**config.mk**
```make
export PLATFORM = sky130hd
export DESIGN_NAME = hamming_decoder
export DESIGN_NICKNAME = d
export VERILOG_FILES = /design/src/rtl/hamming_decoder.sv
export SDC_FILE = /design/constraint.sdc
export NUM_CORES = 1
export LEC_CHECK = 0
export CAP_MARGIN = 40
export CORE_MARGIN = 4
export CORE_UTILIZATION = 30
export DETAILED_ROUTE_END_ITERATION = 6
export GPL_ROUTABILITY_DRIVEN = 0
export PLACE_DENSITY = 0.46
export SETUP_SLACK_MARGIN = 0.05
export SYNTH_ARGS = -nofsm -noshare
export SYNTH_HDL_FRONTEND = slang
export SYNTH_SLANG_ARGS = --single-unit
```
**constraint.sdc**
```tcl
create_clock -name clk -period 3.2 [get_ports clk]
set_input_delay 0.96 -clock clk [delete_from_list [all_inputs] [get_ports clk]]
set_output_delay 0.96 -clock clk [all_outputs]
set_load 0.02 [all_outputs]
```
**src/rtl/hamming_decoder.sv**
```systemverilog
// Serial Hamming(136,128) receiver: deserialises p136..p1, corrects single-bit errors, presents 128 data bits.
// Optional saturating error counters enabled by defining HAMMING_DEC_ERRCNT_EN.
module hamming_decoder #(
  parameter int N    = 128,
  parameter int LEAD = 1
) (
  input  logic         clk,
  input  logic         reset,
  input  logic         sig_in,
  input  logic         din,
  output logic [N:1]   dout,
  output logic         dout_valid,
  output logic         err_corrected,
  output logic         err_uncorrectable,
  output logic         frame_err,
  output logic [8:1]   syndrome,
  output logic         busy,
  output logic [15:0]  corr_cnt,
  output logic [15:0]  uncorr_cnt
);
  localparam int          CW       = N + 8;
  localparam logic [7:0]  CW_B     = 8'(CW);
  localparam logic [7:0]  LAST_CNT = 8'(CW - 1);
  localparam logic [7:0]  LEAD_M1  = 8'(LEAD - 1);

  localparam logic [2:0] S_IDLE    = 3'd0;
  localparam logic [2:0] S_SKIP    = 3'd1;
  localparam logic [2:0] S_SHIFT   = 3'd2;
  localparam logic [2:0] S_CORRECT = 3'd3;
  localparam logic [2:0] S_DRAIN   = 3'd4;

  logic [2:0]  state;
  logic [7:0]  cnt, lead_cnt, syn_acc, pos;
  logic [CW:1] cw, cw_fix;
  logic [N:1]  data_fix;
  logic        is_corr, is_uncorr;

  // Data bits occupy every non-power-of-two position, ascending.
  function automatic logic [N:1] extract(input logic [CW:1] c);
    logic [N:1] d;
    int k;
    d = '0;
    k = 1;
    for (int p = 1; p <= CW; p++) begin
      if ((p & (p - 1)) != 0) begin
        d[k] = c[p];
        k++;
      end
    end
    return d;
  endfunction

  assign pos       = CW_B - cnt;
  assign is_corr   = (syn_acc != 8'd0) && (syn_acc <= CW_B);
  assign is_uncorr = (syn_acc > CW_B);
  assign busy      = (state != S_IDLE);

  always_comb begin
    cw_fix = cw;
    if (is_corr) cw_fix[syn_acc] = ~cw[syn_acc];
    data_fix = extract(cw_fix);
  end

  always_ff @(posedge clk or negedge reset) begin
    if (!reset) begin
      state             <= S_IDLE;
      cnt               <= '0;
      lead_cnt          <= '0;
      syn_acc           <= '0;
      cw                <= '0;
      dout              <= '0;
      dout_valid        <= 1'b0;
      err_corrected     <= 1'b0;
      err_uncorrectable <= 1'b0;
      frame_err         <= 1'b0;
      syndrome          <= '0;
    end else begin
      dout_valid <= 1'b0;
      frame_err  <= 1'b0;
      case (state)
        S_IDLE: if (sig_in) begin
          cnt      <= '0;
          syn_acc  <= '0;
          lead_cnt <= 8'd1;
          state    <= (LEAD == 1) ? S_SHIFT : S_SKIP;
        end
        S_SKIP: begin
          if (!sig_in) begin
            frame_err <= 1'b1;
            state     <= S_IDLE;
          end else begin
            lead_cnt <= lead_cnt + 8'd1;
            if (lead_cnt == LEAD_M1) state <= S_SHIFT;
          end
        end
        S_SHIFT: begin
          if (!sig_in) begin
            frame_err <= 1'b1;
            state     <= S_IDLE;
          end else begin
            cw[pos] <= din;
            if (din) syn_acc <= syn_acc ^ pos;
            cnt <= cnt + 8'd1;
            if (cnt == LAST_CNT) state <= S_CORRECT;
          end
        end
        S_CORRECT: begin
          syndrome          <= syn_acc;
          err_corrected     <= is_corr;
          err_uncorrectable <= is_uncorr;
          dout              <= data_fix;
          dout_valid        <= 1'b1;
          state             <= sig_in ? S_DRAIN : S_IDLE;
        end
        S_DRAIN: if (!sig_in) state <= S_IDLE;
        default: state <= S_IDLE;
      endcase
    end
  end

`ifdef HAMMING_DEC_ERRCNT_EN
  always_ff @(posedge clk or negedge reset) begin
    if (!reset) begin
      corr_cnt   <= '0;
      uncorr_cnt <= '0;
    end else if (state == S_CORRECT) begin
      if (is_corr && corr_cnt != 16'hFFFF)     corr_cnt   <= corr_cnt + 16'd1;
      if (is_uncorr && uncorr_cnt != 16'hFFFF) uncorr_cnt <= uncorr_cnt + 16'd1;
    end
  end
`else
  assign corr_cnt   = 16'h0000;
  assign uncorr_cnt = 16'h0000;
`endif

endmodule

```
==> metrics.txt <==
outcome=completed; Final Max Tran Viols=0; Clock Root Buffer=clkbuf_16; library cells used by synthesis=56; global-route wire length before repair=a little under 90,000 um; FFs w/ async S/R, synth=100%; chip height=~240 um; post-DR vias/cell=5.20; clock sinks=roughly 300; Seq/Total Area, Yosys=between 40% and 50%; startpoint types=register; Max Freq=0.336 GHz; die width=between 200 and 250 um; std cell rows=83; initial antenna violation count=0; post-route ant nets=0; most frequent cells in the layout=nand2_1 (316), dfrtp_1 (302), clkdlybuf4s50_1 (142); Worst Tran Pin Value=just over 0.8 ns; drt initial violations=~1.0k; ant diodes=0; total wire length=just under 60,000 um; Critical-path top delay cell=or3_1; clk_lat worst skew=0.54 ns; Placed Cells=approximately 2.4k; Final Critical Period=roughly 3 ns; Max VDD drop=approximately 0.29 mV; Fin. Hold Viols=0; Filler Cell Count=around 5.1k; # DRC=0; Crit path required time=between 3 and 4 ns; max_cap viols=0; layout cell share with drive strength beyond 1=17.7%; Crit Path Category=reg2reg; flops & latches, synth=around 300; Syn Inst Count=~1.6k; postcts setup bufs=0; dpl hpwl=40,700 um; crit end category=register; # IOs=roughly 180; Buf+Inv Stages, Crit Path=1; Crit path largest cell delay=a little over 0.5 ns; FF-to-FF setup slack=~0.22 ns; Syn. warnings=0; setup repair after global routing missed its margin=no; fin nets=roughly 1.8k; most used cell, CP=nand2b_4; DR vias=13.0k; area added between synthesis and finish=25.0%; R2R cell count=9; WL/cell=between 20 and 25 um; initial core utilization=30.5%; Tot GR Track Use=approximately a fifth; Leak=8.84 nW; number of setup violations in the final report=0; Worst EP arrival=3.40 ns; Main synth FF type=dfrtp_1; Die ar.=56,100 um^2; total CTS buffers=36; largest net degree at the start of global routing=99; H-tree levels=2; vias in the first global route=roughly 13k; delay-heaviest family, CP=simple AND/OR/NAND/NOR gates; clock skew=approximately 0.018 ns; CTS tree=done; hold slack final=0.365 ns; Mapped Avg Cell Area=~9.8 um^2; Worst-path clk slew=0.06 ns; GR Overflow Total=0; PD cells=between 500 and 600 nW/um^2; fin crit share=a little over 90%; leading cell type in the layout, fill and taps excluded=nand2_1; crit-path cells=inv_1, ha_1, nand2b_4, a211oi_2, xnor2_1, nand2b_4, or3_1, nor3_1, mux2_1; area occupied by multi-input gates=roughly 7500 um^2; min-delay worst type=in2async; clk buf depth=3; reg2reg start=cnt[0]; Slew headroom=~44%; Port Buffers=roughly 140; worst reg2reg endpoint=cw[26]; Core Area=between 50,000 and 60,000 um^2; 1st-pass router iterations=5; EDFF count, synth=0; Reg area=7590 um^2; largest fanout on the critical path=8; post-route insts no fill=between 2k and 2.5k; Syn Std Cell Area=between 15,000 and 20,000 um^2
==> power breakdown <==
part | switching [mW] | internal, mW
clock network | 1.69 | 2.50
logic | 1.24 | 0.619
registers | 0.170 | 3.90
total | 3.10 | 7.03
==> sequential cells by signal, summed over array words and instances, names as in the netlist <==
| register | cells |
|---|---|
| dout | 128 |
| syndrome | 8 |
| cnt | 8 |
| err_uncorrectable | 1 |
| dout_valid | 1 |
| cw | 136 |
| state | 3 |
| frame_err | 1 |
| syn_acc | 8 |
| err_corrected | 1 |
| lead_cnt | 8 |
==> final cells by class <==
| type | instances | area share [%] |
|---|---|---|
| Inverter | 13 | 0.248 |
| Clock inverter | 5 | 0.420 |
| Tap cell | 680 | 4.33 |
| Clock buffer | 54 | 5.54 |
| Multi-Input combinational cell | 1177 | 38.0 |
| Sequential cell | 303 | 38.6 |
| Timing Repair Buffer | 264 | 12.9 |
==> worst register-to-register path: cells and delay by family, from the launching register on <==
family / cells / cell delay, ns
XOR/XNOR: 1 / 0.17
multiplexers: 1 / 0.35
flip-flops: 1 / 0.49
AND/OR/NAND/NOR: 4 / 1.13
AO/OA/AOI/OAI: 1 / 0.24
adder cells (fa/ha/maj): 1 / 0.29
buffers and inverters: 1 / 0.19
==> kinds of logic (layout without fill, tap and decap cells) <==
| logic type | count (synthesis) | in the layout | share of synthesized area (%) |
|---|---|---|---|
| adders and majority gates | 8 | 8 | 0.637 |
| other | 1 | 32 | 0.0238 |
| muxes | 175 | 175 | 13.3 |
| AOI/OAI and AO/OA | 360 | 360 | 14.2 |
| and+or+nand+nor | 582 | 582 | 17.3 |
| xor gates and xnor gates | 20 | 20 | 1.16 |
| DFF | 303 | 303 | 48.2 |
| buffers and inverters | 160 | 336 | 5.27 |
==> Yosys cell counts (2+ instances only) <==
| library cell | instances | share of area [%] |
|---|---|---|
| a21oi_1 | 126 | 4.0 |
| o211ai_1 | 2 | 0.095 |
| a21o_1 | 3 | 0.14 |
| o31ai_2 | 30 | 2.4 |
| o21ai_1 | 2 | 0.064 |
| nor3_1 | 20 | 0.64 |
| mux2_1 | 33 | 2.4 |
| mux2i_1 | 42 | 2.7 |
| o21ai_0 | 134 | 4.3 |
| mux4_2 | 15 | 2.1 |
| nand2b_1 | 10 | 0.40 |
| o31ai_1 | 21 | 1.0 |
| nor4_2 | 2 | 0.16 |
| or3_1 | 7 | 0.28 |
| and3_1 | 124 | 4.9 |
| a22o_1 | 5 | 0.28 |
| nor4_1 | 3 | 0.12 |
| nor2_1 | 57 | 1.4 |
| buf_4 | 36 | 1.7 |
| clkbuf_1 | 75 | 1.8 |
| nand2_1 | 316 | 7.5 |
| buf_6 | 8 | 0.57 |
| nand4_1 | 6 | 0.24 |
| nor3_2 | 5 | 0.32 |
| nand4b_1 | 2 | 0.11 |
| xnor2_1 | 8 | 0.45 |
| dfrtp_1 | 303 | 48 |
| mux2_2 | 85 | 6.1 |
| nor2b_1 | 5 | 0.20 |
| buf_1 | 2 | 0.048 |
| nand2b_4 | 2 | 0.18 |
| a2111oi_0 | 3 | 0.17 |
| a22oi_1 | 23 | 1.1 |
| ha_1 | 8 | 0.64 |
| buf_2 | 26 | 0.83 |
| inv_1 | 12 | 0.29 |
| xor2_1 | 11 | 0.61 |
| nand3_1 | 19 | 0.60 |
==> per-stage QoR <==
| step | cell area [um^2] | TNS, ns | total power [mW] | utilization [%] | worst slack [ns] |
|---|---|---|---|---|---|
| after detailed placement | 18500 | -0.0134 | 5.98 | 35.8 | -0.0122 |
| after global routing | 19700 | 0 | 10.5 | 38.1 | 0.0673 |
| after CTS | 19700 | 0 | 10.2 | 38.1 | 0.234 |
| after global placement | 18500 | -0.0124 | 5.96 | 35.8 | -0.0124 |
| after floorplan | 15800 | 0 | 5.04 | - | 0.550 |
| final | 19700 | 0 | 10.1 | 38.1 | 0.221 |
==> how the worst max path moves through the flow <==
stage          slack (ns)   start      to  cells after the start
2_1_floorplan        0.55  cnt[0]  cw[31]                     11
3_3_place_gp        -0.01  sig_in  cw[56]                      9
3_5_place_dp        -0.01  sig_in  cw[56]                      9
4_1_cts              0.23  cnt[0]  cw[26]                      9
5_1_grt              0.07  cnt[0]  cw[26]                      9
6_report             0.22  cnt[0]  cw[26]                      9
==> metal layers <==
metal	vias to the layer above	share of wire, %	track usage [%]
met1	6537	46	28.9
met4	0	2.4	5.08
met3	73	5.5	3.34
met2	375	46	32.1
met5	-	0	0
li1	5993	-	-
==> what timing repair did <==
action | in CTS | in global routing
hold buffers | 0 | 0
setup endpoints to repair | 0 | 3
gates resized for setup | 0 | 1
hold endpoints to repair | 0 | 0
Note: power is estimated with default switching activity, not from simulation.
